## config.mk

```make
export PLATFORM = sky130hd
export DESIGN_NAME = mem_access_stage_flat
export DESIGN_NICKNAME = d
export VERILOG_FILES = /design/src/rtl/mem_access_stage_if.sv /design/src/rtl/mem_access_stage.sv /design/src/flat_wrapper.sv
export SDC_FILE = /design/constraint.sdc
export NUM_CORES = 1
export LEC_CHECK = 0
export ABC_AREA = 0
export BUFFER_PORTS_ARGS = -buffer_cell sky130_fd_sc_hd__buf_2
export CAP_MARGIN = 5
export CORE_AREA = 3 3 188 190
export CTS_BUF_LIST = sky130_fd_sc_hd__clkbuf_8 sky130_fd_sc_hd__clkbuf_16
export DETAILED_ROUTE_END_ITERATION = 12
export DIE_AREA = 0 0 191 193
export PLACE_DENSITY = 0.81
export SYNTH_ARGS = -nofsm -noshare
export SYNTH_HDL_FRONTEND = slang
export SYNTH_SLANG_ARGS = --single-unit
```

## constraint.sdc

```tcl
create_clock -name clk -period 7.7 [get_ports clk]
set_clock_uncertainty 0.2 [all_clocks]
set_input_delay 0.385 -clock clk [delete_from_list [all_inputs] [get_ports clk]]
set_output_delay 0.385 -clock clk [all_outputs]
set_load 0.02 [all_outputs]
```

## src/rtl/mem_access_stage_if.sv

```systemverilog
// Data-memory bus between the MEM stage (master) and the data memory (slave).
// The master holds dmem_req and the payload until dmem_ack completes the transaction.
interface mem_access_stage_if #(
  parameter int REG_WIDTH = 64
);
  logic                   dmem_req;
  logic                   dmem_we;
  logic [REG_WIDTH-1:0]   dmem_addr;
  logic [REG_WIDTH-1:0]   dmem_wdata;
  logic [REG_WIDTH/8-1:0] dmem_wstrb;
  logic [REG_WIDTH-1:0]   dmem_rdata;
  logic                   dmem_ack;

  modport master (
    output dmem_req, dmem_we, dmem_addr, dmem_wdata, dmem_wstrb,
    input  dmem_rdata, dmem_ack
  );

  modport slave (
    input  dmem_req, dmem_we, dmem_addr, dmem_wdata, dmem_wstrb,
    output dmem_rdata, dmem_ack
  );
endinterface

```

## src/rtl/mem_access_stage.sv

```systemverilog
// Pipeline MEM stage: turns loads/stores into req/ack bus transactions, aligns
// store lanes, extends load data and stalls the front end while a request is open.
module mem_access_stage #(
  parameter int REG_WIDTH    = 64,
  parameter int WB_CTRL_BITS = 5
) (
  input  logic                         clk,
  input  logic                         rst,
  input  logic                         in_valid,
  input  logic                         mem_read_in,
  input  logic                         mem_write_in,
  input  logic [2:0]                   funct3_in,
  input  logic [REG_WIDTH-1:0]         ALU_res_in,
  input  logic [REG_WIDTH-1:0]         store_data_in,
  input  logic [WB_CTRL_BITS-1:0]      WB_Ctrl_in,
  input  logic [$clog2(REG_WIDTH)-1:0] rd_addr_in,
  output logic [WB_CTRL_BITS-1:0]      WB_Ctrl_out,
  output logic [REG_WIDTH-1:0]         mem_read_data_out,
  output logic [REG_WIDTH-1:0]         ALU_res_out,
  output logic [$clog2(REG_WIDTH)-1:0] rd_addr_out,
  output logic                         stall_out,
  output logic                         mem_exc,
  mem_access_stage_if.master           dmem
);

  typedef enum logic [1:0] {IDLE, REQ, RESP} state_t;

  state_t                       state_reg, state_next;
  logic [REG_WIDTH-1:0]         addr_reg, addr_next;
  logic [2:0]                   funct3_reg, funct3_next;
  logic [WB_CTRL_BITS-1:0]      wb_ctrl_reg, wb_ctrl_next;
  logic [$clog2(REG_WIDTH)-1:0] rd_reg, rd_next;
  logic                         we_reg, we_next;
  logic [REG_WIDTH-1:0]         wdata_reg, wdata_next;
  logic [REG_WIDTH/8-1:0]       wstrb_reg, wstrb_next;
  logic [REG_WIDTH-1:0]         load_data_reg, load_data_next;

  logic [2:0]             offset;
  logic                   mem_op, misaligned, bad_funct3, illegal;
  logic [7:0]             size_mask;
  logic [REG_WIDTH-1:0]   rdata_shifted, rdata_ext;

  // Request decode on the incoming EX/MEM contents
  always_comb begin
    offset     = ALU_res_in[2:0];
    mem_op     = in_valid & (mem_read_in | mem_write_in);
    bad_funct3 = (mem_read_in && funct3_in == 3'b111) || (mem_write_in && funct3_in[2]);
    misaligned = 1'b0;
    size_mask  = 8'h01;
    case (funct3_in[1:0])
      2'b01: begin misaligned = offset[0];      size_mask = 8'h03; end
      2'b10: begin misaligned = |offset[1:0];   size_mask = 8'h0F; end
      2'b11: begin misaligned = |offset;        size_mask = 8'hFF; end
      default: begin misaligned = 1'b0;         size_mask = 8'h01; end
    endcase
    illegal = misaligned | (mem_read_in & mem_write_in) | bad_funct3;
  end

  // Load lane extraction uses the offset latched with the request
  always_comb begin
    rdata_shifted = dmem.dmem_rdata >> {addr_reg[2:0], 3'b000};
    case (funct3_reg)
      3'b000:  rdata_ext = {{(REG_WIDTH-8){rdata_shifted[7]}},   rdata_shifted[7:0]};
      3'b001:  rdata_ext = {{(REG_WIDTH-16){rdata_shifted[15]}}, rdata_shifted[15:0]};
      3'b010:  rdata_ext = {{(REG_WIDTH-32){rdata_shifted[31]}}, rdata_shifted[31:0]};
      3'b100:  rdata_ext = {{(REG_WIDTH-8){1'b0}},               rdata_shifted[7:0]};
      3'b101:  rdata_ext = {{(REG_WIDTH-16){1'b0}},              rdata_shifted[15:0]};
      3'b110:  rdata_ext = {{(REG_WIDTH-32){1'b0}},              rdata_shifted[31:0]};
      default: rdata_ext = rdata_shifted;
    endcase
  end

  always_ff @(posedge clk or posedge rst) begin
    if (rst) begin
      state_reg     <= IDLE;
      addr_reg      <= '0;
      funct3_reg    <= '0;
      wb_ctrl_reg   <= '0;
      rd_reg        <= '0;
      we_reg        <= 1'b0;
      wdata_reg     <= '0;
      wstrb_reg     <= '0;
      load_data_reg <= '0;
    end else begin
      state_reg     <= state_next;
      addr_reg      <= addr_next;
      funct3_reg    <= funct3_next;
      wb_ctrl_reg   <= wb_ctrl_next;
      rd_reg        <= rd_next;
      we_reg        <= we_next;
      wdata_reg     <= wdata_next;
      wstrb_reg     <= wstrb_next;
      load_data_reg <= load_data_next;
    end
  end

  always_comb begin
    state_next        = state_reg;
    addr_next         = addr_reg;
    funct3_next       = funct3_reg;
    wb_ctrl_next      = wb_ctrl_reg;
    rd_next           = rd_reg;
    we_next           = we_reg;
    wdata_next        = wdata_reg;
    wstrb_next        = wstrb_reg;
    load_data_next    = load_data_reg;
    stall_out         = 1'b0;
    mem_exc           = 1'b0;
    WB_Ctrl_out       = '0;
    mem_read_data_out = '0;
    ALU_res_out       = ALU_res_in;
    rd_addr_out       = rd_addr_in;

    case (state_reg)
      IDLE: begin
        if (!mem_op) begin
          WB_Ctrl_out = in_valid ? WB_Ctrl_in : '0;
        end else if (illegal) begin
          mem_exc = 1'b1;
        end else begin
          stall_out    = 1'b1;
          addr_next    = ALU_res_in;
          funct3_next  = funct3_in;
          wb_ctrl_next = WB_Ctrl_in;
          rd_next      = rd_addr_in;
          we_next      = mem_write_in;
          wdata_next   = mem_write_in ? (store_data_in << {offset, 3'b000}) : '0;
          wstrb_next   = mem_write_in ? (size_mask << offset) : '0;
          state_next   = REQ;
        end
      end
      REQ: begin
        stall_out   = 1'b1;
        ALU_res_out = addr_reg;
        rd_addr_out = rd_reg;
        if (dmem.dmem_ack) begin
          load_data_next = rdata_ext;
          state_next     = RESP;
        end
      end
      RESP: begin
        WB_Ctrl_out       = wb_ctrl_reg;
        ALU_res_out       = addr_reg;
        rd_addr_out       = rd_reg;
        mem_read_data_out = we_reg ? '0 : load_data_reg;
        state_next        = IDLE;
      end
      default: state_next = IDLE;
    endcase

    // Reset blanks every output at once, including the combinational pass-through
    if (rst) begin
      stall_out         = 1'b0;
      mem_exc           = 1'b0;
      WB_Ctrl_out       = '0;
      mem_read_data_out = '0;
      ALU_res_out       = '0;
      rd_addr_out       = '0;
    end
  end

  assign dmem.dmem_req   = (state_reg == REQ);
  assign dmem.dmem_we    = we_reg;
  assign dmem.dmem_addr  = {addr_reg[REG_WIDTH-1:3], 3'b000};
  assign dmem.dmem_wdata = wdata_reg;
  assign dmem.dmem_wstrb = wstrb_reg;

endmodule
```

## src/flat_wrapper.sv

```systemverilog
// flat-port wrapper written by rule: the top's interface ports become plain ports
module mem_access_stage_flat 
#(
  parameter int REG_WIDTH    = 64,
  parameter int WB_CTRL_BITS = 5
)
  (clk, rst, in_valid, mem_read_in, mem_write_in, funct3_in, ALU_res_in, store_data_in, WB_Ctrl_in, rd_addr_in, WB_Ctrl_out, mem_read_data_out, ALU_res_out, rd_addr_out, stall_out, mem_exc, dmem_dmem_req, dmem_dmem_we, dmem_dmem_addr, dmem_dmem_wdata, dmem_dmem_wstrb, dmem_dmem_rdata, dmem_dmem_ack);
  mem_access_stage_if #(.REG_WIDTH(REG_WIDTH)) dmem_i ();
  input  logic clk;
  input  logic rst;
  input  logic in_valid;
  input  logic mem_read_in;
  input  logic mem_write_in;
  input  logic [2:0] funct3_in;
  input  logic [REG_WIDTH-1:0] ALU_res_in;
  input  logic [REG_WIDTH-1:0] store_data_in;
  input  logic [WB_CTRL_BITS-1:0] WB_Ctrl_in;
  input  logic [$clog2(REG_WIDTH)-1:0] rd_addr_in;
  output logic [WB_CTRL_BITS-1:0] WB_Ctrl_out;
  output logic [REG_WIDTH-1:0] mem_read_data_out;
  output logic [REG_WIDTH-1:0] ALU_res_out;
  output logic [$clog2(REG_WIDTH)-1:0] rd_addr_out;
  output logic stall_out;
  output logic mem_exc;
  output wire logic [$bits(dmem_i.dmem_req)-1:0] dmem_dmem_req;
  output wire logic [$bits(dmem_i.dmem_we)-1:0] dmem_dmem_we;
  output wire logic [$bits(dmem_i.dmem_addr)-1:0] dmem_dmem_addr;
  output wire logic [$bits(dmem_i.dmem_wdata)-1:0] dmem_dmem_wdata;
  output wire logic [$bits(dmem_i.dmem_wstrb)-1:0] dmem_dmem_wstrb;
  input wire logic [$bits(dmem_i.dmem_rdata)-1:0] dmem_dmem_rdata;
  input wire logic [$bits(dmem_i.dmem_ack)-1:0] dmem_dmem_ack;
  assign dmem_dmem_req = dmem_i.dmem_req;
  assign dmem_dmem_we = dmem_i.dmem_we;
  assign dmem_dmem_addr = dmem_i.dmem_addr;
  assign dmem_dmem_wdata = dmem_i.dmem_wdata;
  assign dmem_dmem_wstrb = dmem_i.dmem_wstrb;
  assign dmem_i.dmem_rdata = dmem_dmem_rdata;
  assign dmem_i.dmem_ack = dmem_dmem_ack;
  mem_access_stage #(.REG_WIDTH(REG_WIDTH), .WB_CTRL_BITS(WB_CTRL_BITS)) u_core (.clk(clk), .rst(rst), .in_valid(in_valid), .mem_read_in(mem_read_in), .mem_write_in(mem_write_in), .funct3_in(funct3_in), .ALU_res_in(ALU_res_in), .store_data_in(store_data_in), .WB_Ctrl_in(WB_Ctrl_in), .rd_addr_in(rd_addr_in), .WB_Ctrl_out(WB_Ctrl_out), .mem_read_data_out(mem_read_data_out), .ALU_res_out(ALU_res_out), .rd_addr_out(rd_addr_out), .stall_out(stall_out), .mem_exc(mem_exc), .dmem(dmem_i));
endmodule
```

==> Word level (Yosys, flattened, before mapping) <==
Cells that the tools add are included.
{ "classes": {"bitwise_logic": 6, "n_shift": 3, "eq_ne": 14, "n_reduce_logical": 11, "mux": 28} }
{ "ops": {"columns": ["operator", "count"], "rows": [
  ["64-bit 2-to-1 mux", 6],
  ["64-bit case mux with 6 select lines", 1],
  ["64-bit by 6-bit << shifter with 64-bit output", 1],
  ["64-bit by 6-bit >> shifter with 64-bit output", 1],
  ["8-bit case mux with 3 select lines", 1],
  ["5-bit 2-to-1 mux", 3],
  ["3-bit equality test (second input constant)", 4],
  ["6-bit 2-to-1 mux", 2],
  ["5-bit case mux with 2 select lines", 1],
  ["8-bit 2-to-1 mux", 1],
  ["8-bit by 3-bit << shifter with 8-bit output", 1],
  ["1-bit 2-to-1 mux", 7],
  ["2-bit equality test (second input constant)", 3],
  ["2-bit 2-to-1 mux", 3],
  ["3-bit AND reduction", 2],
  ["2-bit by 1-bit equality test with 1-bit output (second input constant)", 2],
  ["2-bit by 1-bit inequality test with 1-bit output (second input constant)", 2],
  ["2-bit case mux with 2 select lines", 1],
  ["2-bit OR reduction", 2],
  ["3-bit by 1-bit equality test with 1-bit output (second input constant)", 1],
  ["3-bit by 2-bit equality test with 1-bit output (second input constant)", 1],
  ["3-bit zero test", 1],
  ["1-bit OR", 3],
  ["1-bit case mux with 3 select lines", 1],
  ["other kinds (9)", 11]
]} }
{ "word_totals": {"word_cells": 71, "output_inout_bits": 279, "input_bits": 212, "register_bits": 217} }

==> Longest topological paths before layout <==
Gate-level depths: netlist of run 1.
{ "logic_depth": {"depth_word": 8, "ltp_mapped": 8, "mapped_depth_nobuf": 6} }

==> Least setup slack after synthesis of run 1 <==
Ideal clock, no wire load.
{ "synth_path": {"path_type": "input -> output", "from": "input funct3_in[0]", "to": "output mem_exc", "path_buffers": 3, "slack_ns": 5.182, "required_time_ns": 7.115, "cell_stages": 7, "arrival_ns": 1.933, "cell_sequence": "clkbuf_1 nand2_1 o221ai_1 buf_2 buf_1 nor2_1 nor3_1"} }
{ "synth_between": {"elab_chain_len": 8, "word_cells_on_any_way": 13, "classes_between": "4 x eq/ne; 5 x mux; 2 x bitwise; 2 x reduce/logical"} }
{ "synth_rtl": {"columns": ["item", "line", "source"], "rows": [
  ["from (decl)", "flat_wrapper.sv:14", "input logic [2:0] funct3_in;"],
  ["2-bit equality test, or another cell as far along", "mem_access_stage.sv:50", "case (funct3_in[1:0])"],
  ["1-bit case mux with 3 select lines / 1-bit logical AND (equally long branches)", "mem_access_stage.sv:50, mem_access_stage.sv:47", null],
  ["1-bit OR / 1-bit logical OR (equally long branches)", "mem_access_stage.sv:56, mem_access_stage.sv:47", null],
  ["1-bit OR *", "mem_access_stage.sv:56", "illegal = misaligned | (mem_read_in & mem_write_in) | bad_funct3;"],
  ["1-bit 2-to-1 mux *", "mem_access_stage.sv:118", "end else if (illegal) begin"],
  ["1-bit 2-to-1 mux *", "mem_access_stage.sv:116", "if (!mem_op) begin"],
  ["1-bit 2-to-1 mux *", "mem_access_stage.sv:114", "case (state_reg)"],
  ["1-bit 2-to-1 mux *", "mem_access_stage.sv:152", "if (rst) begin"],
  ["to (decl)", "flat_wrapper.sv:24", "output logic mem_exc;"]
]} }
Mark *: on every way between the ends. The rest lies on a longest branch, timed or not.

==> Final worst setup path of run 1 <==
{ "layout_path": {"from": "input funct3_in[2]", "to": "register u_core.wdata_reg[35] (netlist: u_core.dmem.dmem_wdata[35])"} }
{ "layout_between": {"elab_chain_len": 6, "word_cells_on_any_way": 7, "classes_between": "1 x eq/ne; 2 x bitwise; 4 x reduce/logical"} }
{ "layout_rtl": {"columns": ["item", "line", "source"], "rows": [
  ["3-bit equality test", "mem_access_stage.sv:47", "bad_funct3 = (mem_read_in && funct3_in == 3'b111) || (mem_write_in && funct3_in[2]);"],
  ["1-bit logical AND", "mem_access_stage.sv:47", null],
  ["1-bit logical OR *", "mem_access_stage.sv:47", null],
  ["1-bit OR *", "mem_access_stage.sv:56", null],
  ["1-bit inverter (no line) *", null, null],
  ["3-bit AND reduction (no line) *", null, null],
  ["to (signal assigned)", "mem_access_stage.sv:91", "wdata_reg <= wdata_next;"],
  ["to (decl)", "mem_access_stage.sv:34", "logic [REG_WIDTH-1:0] wdata_reg, wdata_next;"]
]} }
Marks and branches as above.
A chain may end at the register's enable or synchronous reset.

==> results.yml, run 1 <==
flow_run:
  drv_cap: 0
setup_path:
  crit_fanout: 57
  end_kind: "register"
  cp-startpoint: "funct3_in[2]"
  cp-start-kind: "input pin"
  cp.arrival_ns: 4.05
  cp.required_ns: 7.92
  r2r_end: "u_core.dmem.dmem_wdata[35]"
  r2r_cells: 6
  reg2reg_from: "u_core.state_reg[0]"
  crit_type: "input pin to register"
  r2r_slack_ns: 4.43
drt:
  avgViaCountPerCell: 5.835
  drtAntennaViolNets: 0
  wire_per_inst_um: 22.24
  wl_mm: 51.70
  dr.pass1.iters: 5
  route.met3.wl_mm: 4.591
  vias: 13570
  met2WireLength_mm: 24.96
  remaining_drc_errors: 0
  top_layer_used: "met5"
  met1_length_mm: 19.21
  drt_iter0_drc: 1067
synthesis:
  avgSynthCellArea_um2: 10.16
  synth-main-ff-cell: "dfrtp_1"
  yosys.area.top_type_share: 0.3721
  synth-warning-count: 0
  synth-seq-cells: 217
  synth_top_area_cell: "dfrtp_1"
  seq_area_frac_synth: 0.3721
  synth.area.top_cells: "dfrtp_1 (37%), mux2i_1 (11%), mux4_2 (9.6%), mux2_2 (8.0%), nor2_1 (4.4%)"
  asyncSetResetFlopFracSynth: 1.000
  synth.distinct_cells: 52
  synth-edff-count: 0
  syn_area_mm2: 0.01459
  synth_cells: 1436
finish:
  final_core_util: 0.5498
  nets: 2072
  area.growth.synth_to_final_pct: 26.64
  final_cell_mix: "buf_2 (486), dfrtp_1 (215), nor2_1 (171), mux2i_1 (164), mux2_2 (104)"
  final_layout_size_suffix_gt1_frac: 0.3957
  layout_commonest_cell: "buf_2"
placed_design:
  place_ws_ns: 3.636
  io_buffers: 487
  gp_congestion: 0.9581
  dp_hpwl_mm: 36.48
timing:
  final-setup-viol-count: 0
  grt_setup_unrepaired: "false"
  worst_slew_pin_slew_ns: 1.155
  period_needed_ns: 3.833
  fin_crit_sh: 0.4978
  setup_tns_ns: 0
  whs_ns: 0.02137
  clock.fmax_mhz: 260.9
  hold_violations: 0
  timing.slew.headroom: 0.2299
  setup_ws_ns: 3.867
  slew_violations: 0
cts:
  clk_latency_ns: 0.54
  cts_sinks: 217
  path_clk_slew_ns: 0.06
  post_cts_buffers: 0
  htree_num_levels: 1
  cts-root-buf: "clkbuf_16"
  cts_resized: 0
  cts_buffer_depth: 3
  tritoncts: "done"
  cts_inserted_buffers: 26
power_and_ir_drop:
  p_leak_nw: 8.795
  total_power_mw: 6.945
  cellPowerDensity_mw_per_mm2: 375.8
  ir_drop_v: 0.0002554
die:
  die_w_um: 191
  initial_core_util: 0.4341
  core-area_mm2: 0.03362
  rows: 67
  io_pins: 491
  fp.dieH_um: 193
  dieArea_mm2: 0.03686
grt:
  grt_first_pass_wirelength_mm: 78.01
  grt_usage: 0.2693
  antenna_found_initial: 4
  grt_pass1_vias: 13550
  grt_start_max_net_pins: 155
  grt_overflow: 0
worst_hold_path:
  holdPathEnd: "u_core.load_data_reg[56]"
  min_path_cells: 3
  hp-start: "dmem_dmem_rdata[56]"
  hp-class: "input pin to register"
outcome:
  status: "finished, final reports clean"
per-stage QoR:
step                area [um^2]  instances
finish                    18480       2325
global route              18480       2325
CTS                       18480       2323
detailed placement        16690       2190
global placement          16690       2190
floorplan                 14600       1438
synthesized netlist by cell type, types with 17 or more instances:
cell      instances
dfrtp_1         217
a21oi_1          20
buf_2            35
a41oi_1          33
nand3_1          27
a31oi_1          17
mux2i_1         164
clkbuf_1         71
nand2_1          99
nand2b_1         26
and2_1           66
buf_4            78
mux2_2          104
nor2_1          172
o21ai_0          59
mux4_2           62
a22o_1           17
o31ai_1          27
what timing repair did:
item / CTS / global route
hold buffers: 87 / 0
hold endpoints to repair: 87 / 0
setup endpoints to repair: 0 / 0
critical path: stages:
cell and delay (ns):
dlygate4sd3_1 0.58, buf_2 0.17, a2111oi_2 0.47, nor2_4 0.27, nor3_4 0.91, buf_4 0.74, mux2_2 0.42
per-layer routing:
| layer | track usage | vias up |
|---|---|---|
| met1 | 0.3265 | 6643 |
| met5 | 0 | - |
| met3 | 0.06003 | 173 |
| li1 | - | 5968 |
| met4 | 0.1321 | 4 |
| met2 | 0.4562 | 779 |
area by class of cell:
cell class                      instances  area [um^2]
Sequential cell                       217         5438
Tap cell                              448        560.5
Inverter                                6        30.03
Fill cell                            2874        15130
Antenna cell                            2        5.005
Multi-Input combinational cell       1014         8090
Clock inverter                          9        98.84
Timing Repair Buffer                  592         3446
Clock buffer                           37        813.3
cell families after synthesis:
logic type | after synthesis | share of synthesized area
buffers and inverters | 207 | 0.07887
flip-flops | 217 | 0.3721
AND/OR/NAND/NOR | 447 | 0.1432
other | 1 | 0.0002570
adder cells (fa/ha/maj) | 3 | 0.002572
multiplexers | 337 | 0.2956
AO/OA/AOI/OAI | 224 | 0.1074
power by group:
part	internal [mW]	leakage, nW	total, mW	switching, mW
Sequential	1.65	2.68	2.06	0.410
Clock	0.794	0.459	1.30	0.505
Combinational	1.48	5.66	3.58	2.10
Total	3.93	8.79	6.94	3.01
worst max path at each step:
stage / slack, ns / cells past startpoint / to
after floorplan: 0.62 / 4 / u_core.addr_reg[0]
after global placement: 3.67 / 7 / u_core.dmem.dmem_wdata[21]
after detailed placement: 3.64 / 8 / u_core.dmem.dmem_wdata[21]
after CTS: 3.96 / 7 / u_core.dmem.dmem_wdata[21]
after global routing: 3.76 / 7 / u_core.dmem.dmem_wdata[35]
final: 3.87 / 7 / u_core.dmem.dmem_wdata[35]
No activity file was read; power rests on OpenSTA's default activity.
==> run 2: changes to the inputs <==
==> constraint.sdc (replaced) <==
create_clock -name clk -period 4 [get_ports clk]
set_clock_uncertainty 0.2 [all_clocks]
set_input_delay 0.2 -clock clk [delete_from_list [all_inputs] [get_ports clk]]
set_output_delay 0.2 -clock clk [all_outputs]
set_load 0.02 [all_outputs]
==> run 2 against run 1 <==
Against the previous run: sequential share of layout area is 0.30 points lower; critical path type is now register to output port; first-iteration DRC count is 13% higher; hold slack better by 0.0091 ns; largest power group unchanged; critical endpoint is now mem_read_data_out[15].
==> results.yml, run 2 (synthesis results as in run 1) <==
outcome:
  status: "finished, final reports clean"
die:
  rows: 67
  dieArea_mm2: 0.03686
  die_w_um: 191
  initial_core_util: 0.4341
  fp.dieH_um: 193
  io_pins: 491
  core-area_mm2: 0.03362
placed_design:
  postPlaceCellArea_mm2: 0.01678
  dp_hpwl_mm: 36.67
  place_ws_ns: 0.9837
  io_buffers: 487
  gp_congestion: 0.9772
cts:
  cts_inserted_buffers: 26
  clk_latency_ns: 0.53
  cts_sinks: 217
  cts-root-buf: "clkbuf_16"
  ctsHoldBuffers: 102
  cts_resized: 0
  tritoncts: "done"
  htree_num_levels: 1
  path_clk_slew_ns: 0.06
  post_cts_buffers: 0
  cts_buffer_depth: 3
timing:
  hold_violations: 0
  timing.slew.headroom: 0.2073
  final-setup-viol-count: 0
  fin_crit_sh: 0.7780
  clock.fmax_mhz: 321.4
  worst_slew_pin_slew_ns: 1.189
  slew_violations: 0
  setup_tns_ns: 0
  period_needed_ns: 3.112
  grt_setup_unrepaired: "false"
  setup_ws_ns: 0.8882
drt:
  drtAntennaViolNets: 0
  dr.pass1.iters: 6
  wl_mm: 52.19
  avgViaCountPerCell: 5.849
  drt_iter0_drc: 1206
  wire_per_inst_um: 22.20
  remaining_drc_errors: 0
  vias: 13750
setup_path:
  crit_fanout: 64
  crit_type: "register to output port"
  crit_family: "buffers and inverters"
  critical_path.max_stage_delay_ns: 0.45
  cp.required_ns: 3.60
  slowest_stage: "ha_1"
  worstPathCellList: "inv_1 -> ha_1 -> nor3b_2 -> buf_4 -> and2_1 -> buf_2"
  end_kind: "output port"
  cp-start-kind: "register"
  critPathBufInv: 3
  cp.arrival_ns: 2.71
grt:
  grt_overflow: 0
  antenna_found_initial: 3
  grt_pass1_vias: 13720
  grt_start_max_net_pins: 79
  grt_usage: 0.2702
  grt_first_pass_wirelength_mm: 78.68
finish:
  nets: 2096
  final_layout_size_suffix_gt1_frac: 0.3958
  final_core_util: 0.5554
  n_fill_cell: 2803
  final_cell_mix: "buf_2 (486), dfrtp_1 (215), nor2_1 (171), mux2i_1 (164), mux2_2 (104)"
  regArea_mm2: 0.005438
  area.growth.synth_to_final_pct: 27.93
  layout_commonest_cell: "buf_2"
  multiInputGateArea_mm2: 0.008090
  final_cell_area_mm2: 0.01867
power_and_ir_drop:
  p_leak_nw: 8.892
  cellPowerDensity_mw_per_mm2: 710.2
  ir_drop_v: 0.0005583
  total_power_mw: 13.26
flow_run:
  drv_cap: 0
worst_hold_path:
  hp-class: "input pin to register"
-- run 2: power by group --
| part | internal (mW) | switching [mW] |
|---|---|---|
| clock network | 1.41 | 0.948 |
| registers | 3.18 | 0.884 |
| logic | 2.89 | 3.95 |
-- run 2: path summary, 6_finish.rpt --
| check | end | startpoint | slack, ns | cells after the start |
|---|---|---|---|---|
| max | mem_read_data_out[15] | u_core.state_reg[0] | 0.89 | 6 |
| min | u_core.dmem.dmem_wdata[11] | store_data_in[11] | 0.03 | 4 |
| max reg2reg | u_core.load_data_reg[49] | u_core.addr_reg[1] | 1.14 | 5 |
| min reg2reg | u_core.load_data_reg[2] | u_core.load_data_reg[2] | 0.28 | 2 |
| max in group asynchronous | u_core.dmem.dmem_wdata[38] | rst | 2.49 | 3 |
| min in group asynchronous | u_core.addr_reg[55] | rst | 0.04 | 2 |
-- run 2: area by class of cell --
class | instances | share of cell area
inverters | 6 | 0.001407
clock inverters | 13 | 0.004691
flip-flops and latches | 217 | 0.2912
well taps | 448 | 0.03002
multi-input cells | 1014 | 0.4333
repair buffers | 616 | 0.1976
diodes | 3 | 0.0004021
clock buffers | 34 | 0.04135
-- run 2: per-layer routing --
layer / vias up / wire length, um / GRT usage
met5: - / 13 / 0
met1: 6719 / 19220 / 0.3333
met3: 169 / 4918 / 0.05623
met2: 853 / 25310 / 0.4557
li1: 6007 / - / -
met4: 2 / 2722 / 0.1290
-- run 2: through the flow --
stage	cells	hold WS, ns
floorplan	1438	0.1360
finish	2351	0.03042
detailed placement	2199	0.2536
CTS	2348	0.0003871
global placement	2199	0.2457
global route	2350	0.02552
-- run 2: tightest hold or removal path, delay by kind of cell --
family | cells | cell delay, ns
mux | 2 | 0.28
simple gates | 1 | 0.14
buf+inv | 1 | 0.11
==> run 3: changes to the inputs <==
==> constraint.sdc (replaced) <==
create_clock -name clk -period 3 [get_ports clk]
set_clock_uncertainty 0.2 [all_clocks]
set_input_delay 0.15 -clock clk [delete_from_list [all_inputs] [get_ports clk]]
set_output_delay 0.15 -clock clk [all_outputs]
set_load 0.02 [all_outputs]
==> run 3 against run 2 <==
Against the previous run: register-to-register slack lost 1.0 ns; core utilization grew 2.0 points; die area unchanged; clock power increased by 46%; design area is 3.7% higher; critical path type is now register to register; largest power group unchanged.
==> results.yml, run 3 (synthesis results as in run 1) <==
die:
  core-area_mm2: 0.03362
  fp.dieH_um: 193
  rows: 67
  dieArea_mm2: 0.03686
  initial_core_util: 0.4341
  io_pins: 491
  die_w_um: 191
setup_path:
  crit_fanout: 56
  cp.arrival_ns: 3.09
  cp-start-kind: "register"
  crit_type: "register to register"
  end_kind: "register"
  cp.required_ns: 3.22
grt:
  grt_usage: 0.2894
  grt_first_pass_wirelength_mm: 83.35
  grt_overflow: 0
  grt_pass1_vias: 14200
  grt_start_max_net_pins: 74
  antenna_found_initial: 3
power_and_ir_drop:
  ir_drop_v: 0.0005270
  cellPowerDensity_mw_per_mm2: 952.3
  p_leak_nw: 9.159
finish:
  final_cell_mix: "buf_2 (486), dfrtp_1 (215), nor2_1 (171), mux2i_1 (164), dlygate4sd3_1 (138)"
  nets: 2150
  n_fill_cell: 2750
  final_layout_size_suffix_gt1_frac: 0.3954
  layout_commonest_cell: "buf_2"
  area.growth.synth_to_final_pct: 32.62
timing:
  hold_violations: 0
  fin_crit_sh: 0.9550
  worst_slew_pin_slew_ns: 0.7251
  clock.fmax_mhz: 349.1
  timing.slew.headroom: 0.5166
  final-setup-viol-count: 0
  grt_setup_unrepaired: "false"
  whs_ns: 0.02440
  period_needed_ns: 2.865
  slew_violations: 0
  setup_tns_ns: 0
drt:
  dr.pass1.iters: 5
  vias: 14170
  avgViaCountPerCell: 5.896
  remaining_drc_errors: 0
  wl_mm: 55.89
  drtAntennaViolNets: 0
  wire_per_inst_um: 23.25
  drt_iter0_drc: 1124
placed_design:
  io_buffers: 487
  gp_congestion: 0.9392
  dp_hpwl_mm: 37.99
cts:
  cts-root-buf: "clkbuf_16"
  tritoncts: "done"
  cts_sinks: 217
  path_clk_slew_ns: 0.06
  cts_buffer_depth: 3
  htree_num_levels: 1
  clk_latency_ns: 0.54
  cts_inserted_buffers: 26
flow_run:
  drv_cap: 0
worst_hold_path:
  hp-class: "input pin to register"
outcome:
  status: "finished, final reports clean"
run 3: area by class of cell:
class | count | area, um^2 | area share
Clock buffer | 32 | 733.2 | 0.03788
Inverter | 6 | 26.28 | 0.001358
Antenna cell | 1 | 2.502 | 0.0001293
Clock inverter | 16 | 203.9 | 0.01054
Sequential cell | 217 | 5438 | 0.2809
Timing Repair Buffer | 667 | 4268 | 0.2205
Tap cell | 448 | 560.5 | 0.02896
Multi-Input combinational cell | 1017 | 8123 | 0.4197
run 3: where the power goes:
group          total, mW  switching, mW  internal, mW
Sequential          5.29           1.05          4.24
Clock               3.44           1.35          2.09
Combinational       9.70           5.63          4.07
Total               18.4           8.04          10.4
run 3: repair_timing:
action	in CTS	in global routing
gates resized for setup	0	8
setup endpoints to repair	1	4
pin swaps	2	0
gates cloned	3	0
hold buffers	138	0
buffers inserted	1	1
endpoints found under the hold margin	263	0
run 3: metrics by stage:
stage,setup slack [ns],power [mW],instances,util,cell area (um^2)
finish,0.1351,18.43,2404,0.5758,19350
global route,0.01907,19.38,2404,0.5758,19350
detailed placement,0.4808,14.55,2212,0.5049,16970
CTS,0.02475,18.28,2402,0.5747,19320
floorplan,-0.6464,12.06,1438,-,14640
global placement,0.5397,14.31,2212,0.5049,16970
run 3: final timing paths:
kind	startpoint	to	slack (ns)	depth (start not counted)
worst max register to register	u_core.addr_reg[1]	u_core.load_data_reg[24]	0.14	7
worst min-delay path	dmem_dmem_rdata[36]	u_core.load_data_reg[36]	0.02	5
max in group asynchronous	rst	u_core.dmem.dmem_wdata[48]	1.72	4
worst max-delay path	u_core.addr_reg[1]	u_core.load_data_reg[24]	0.14	7
worst min register to register	u_core.load_data_reg[2]	u_core.load_data_reg[2]	0.28	2
min in group asynchronous	rst	u_core.dmem.dmem_we	0.19	3
run 3: worst max-delay path, stage by stage, from the launching register on:
cell and delay (ns):
dfrtp_4 0.53, buf_6 0.25, mux2i_1 0.29, a22oi_1 0.18
a41oi_4 0.27, buf_12 0.28, a31oi_1 0.14, dlygate4sd3_1 0.58
run 3: routing by layer:
layer	global-route usage	up-vias	part of all wire
li1	-	6125	-
met1	0.3492	6929	0.37
met2	0.4920	931	0.48
met3	0.05948	185	0.088
met4	0.1499	4	0.058
met5	0	-	0.00043
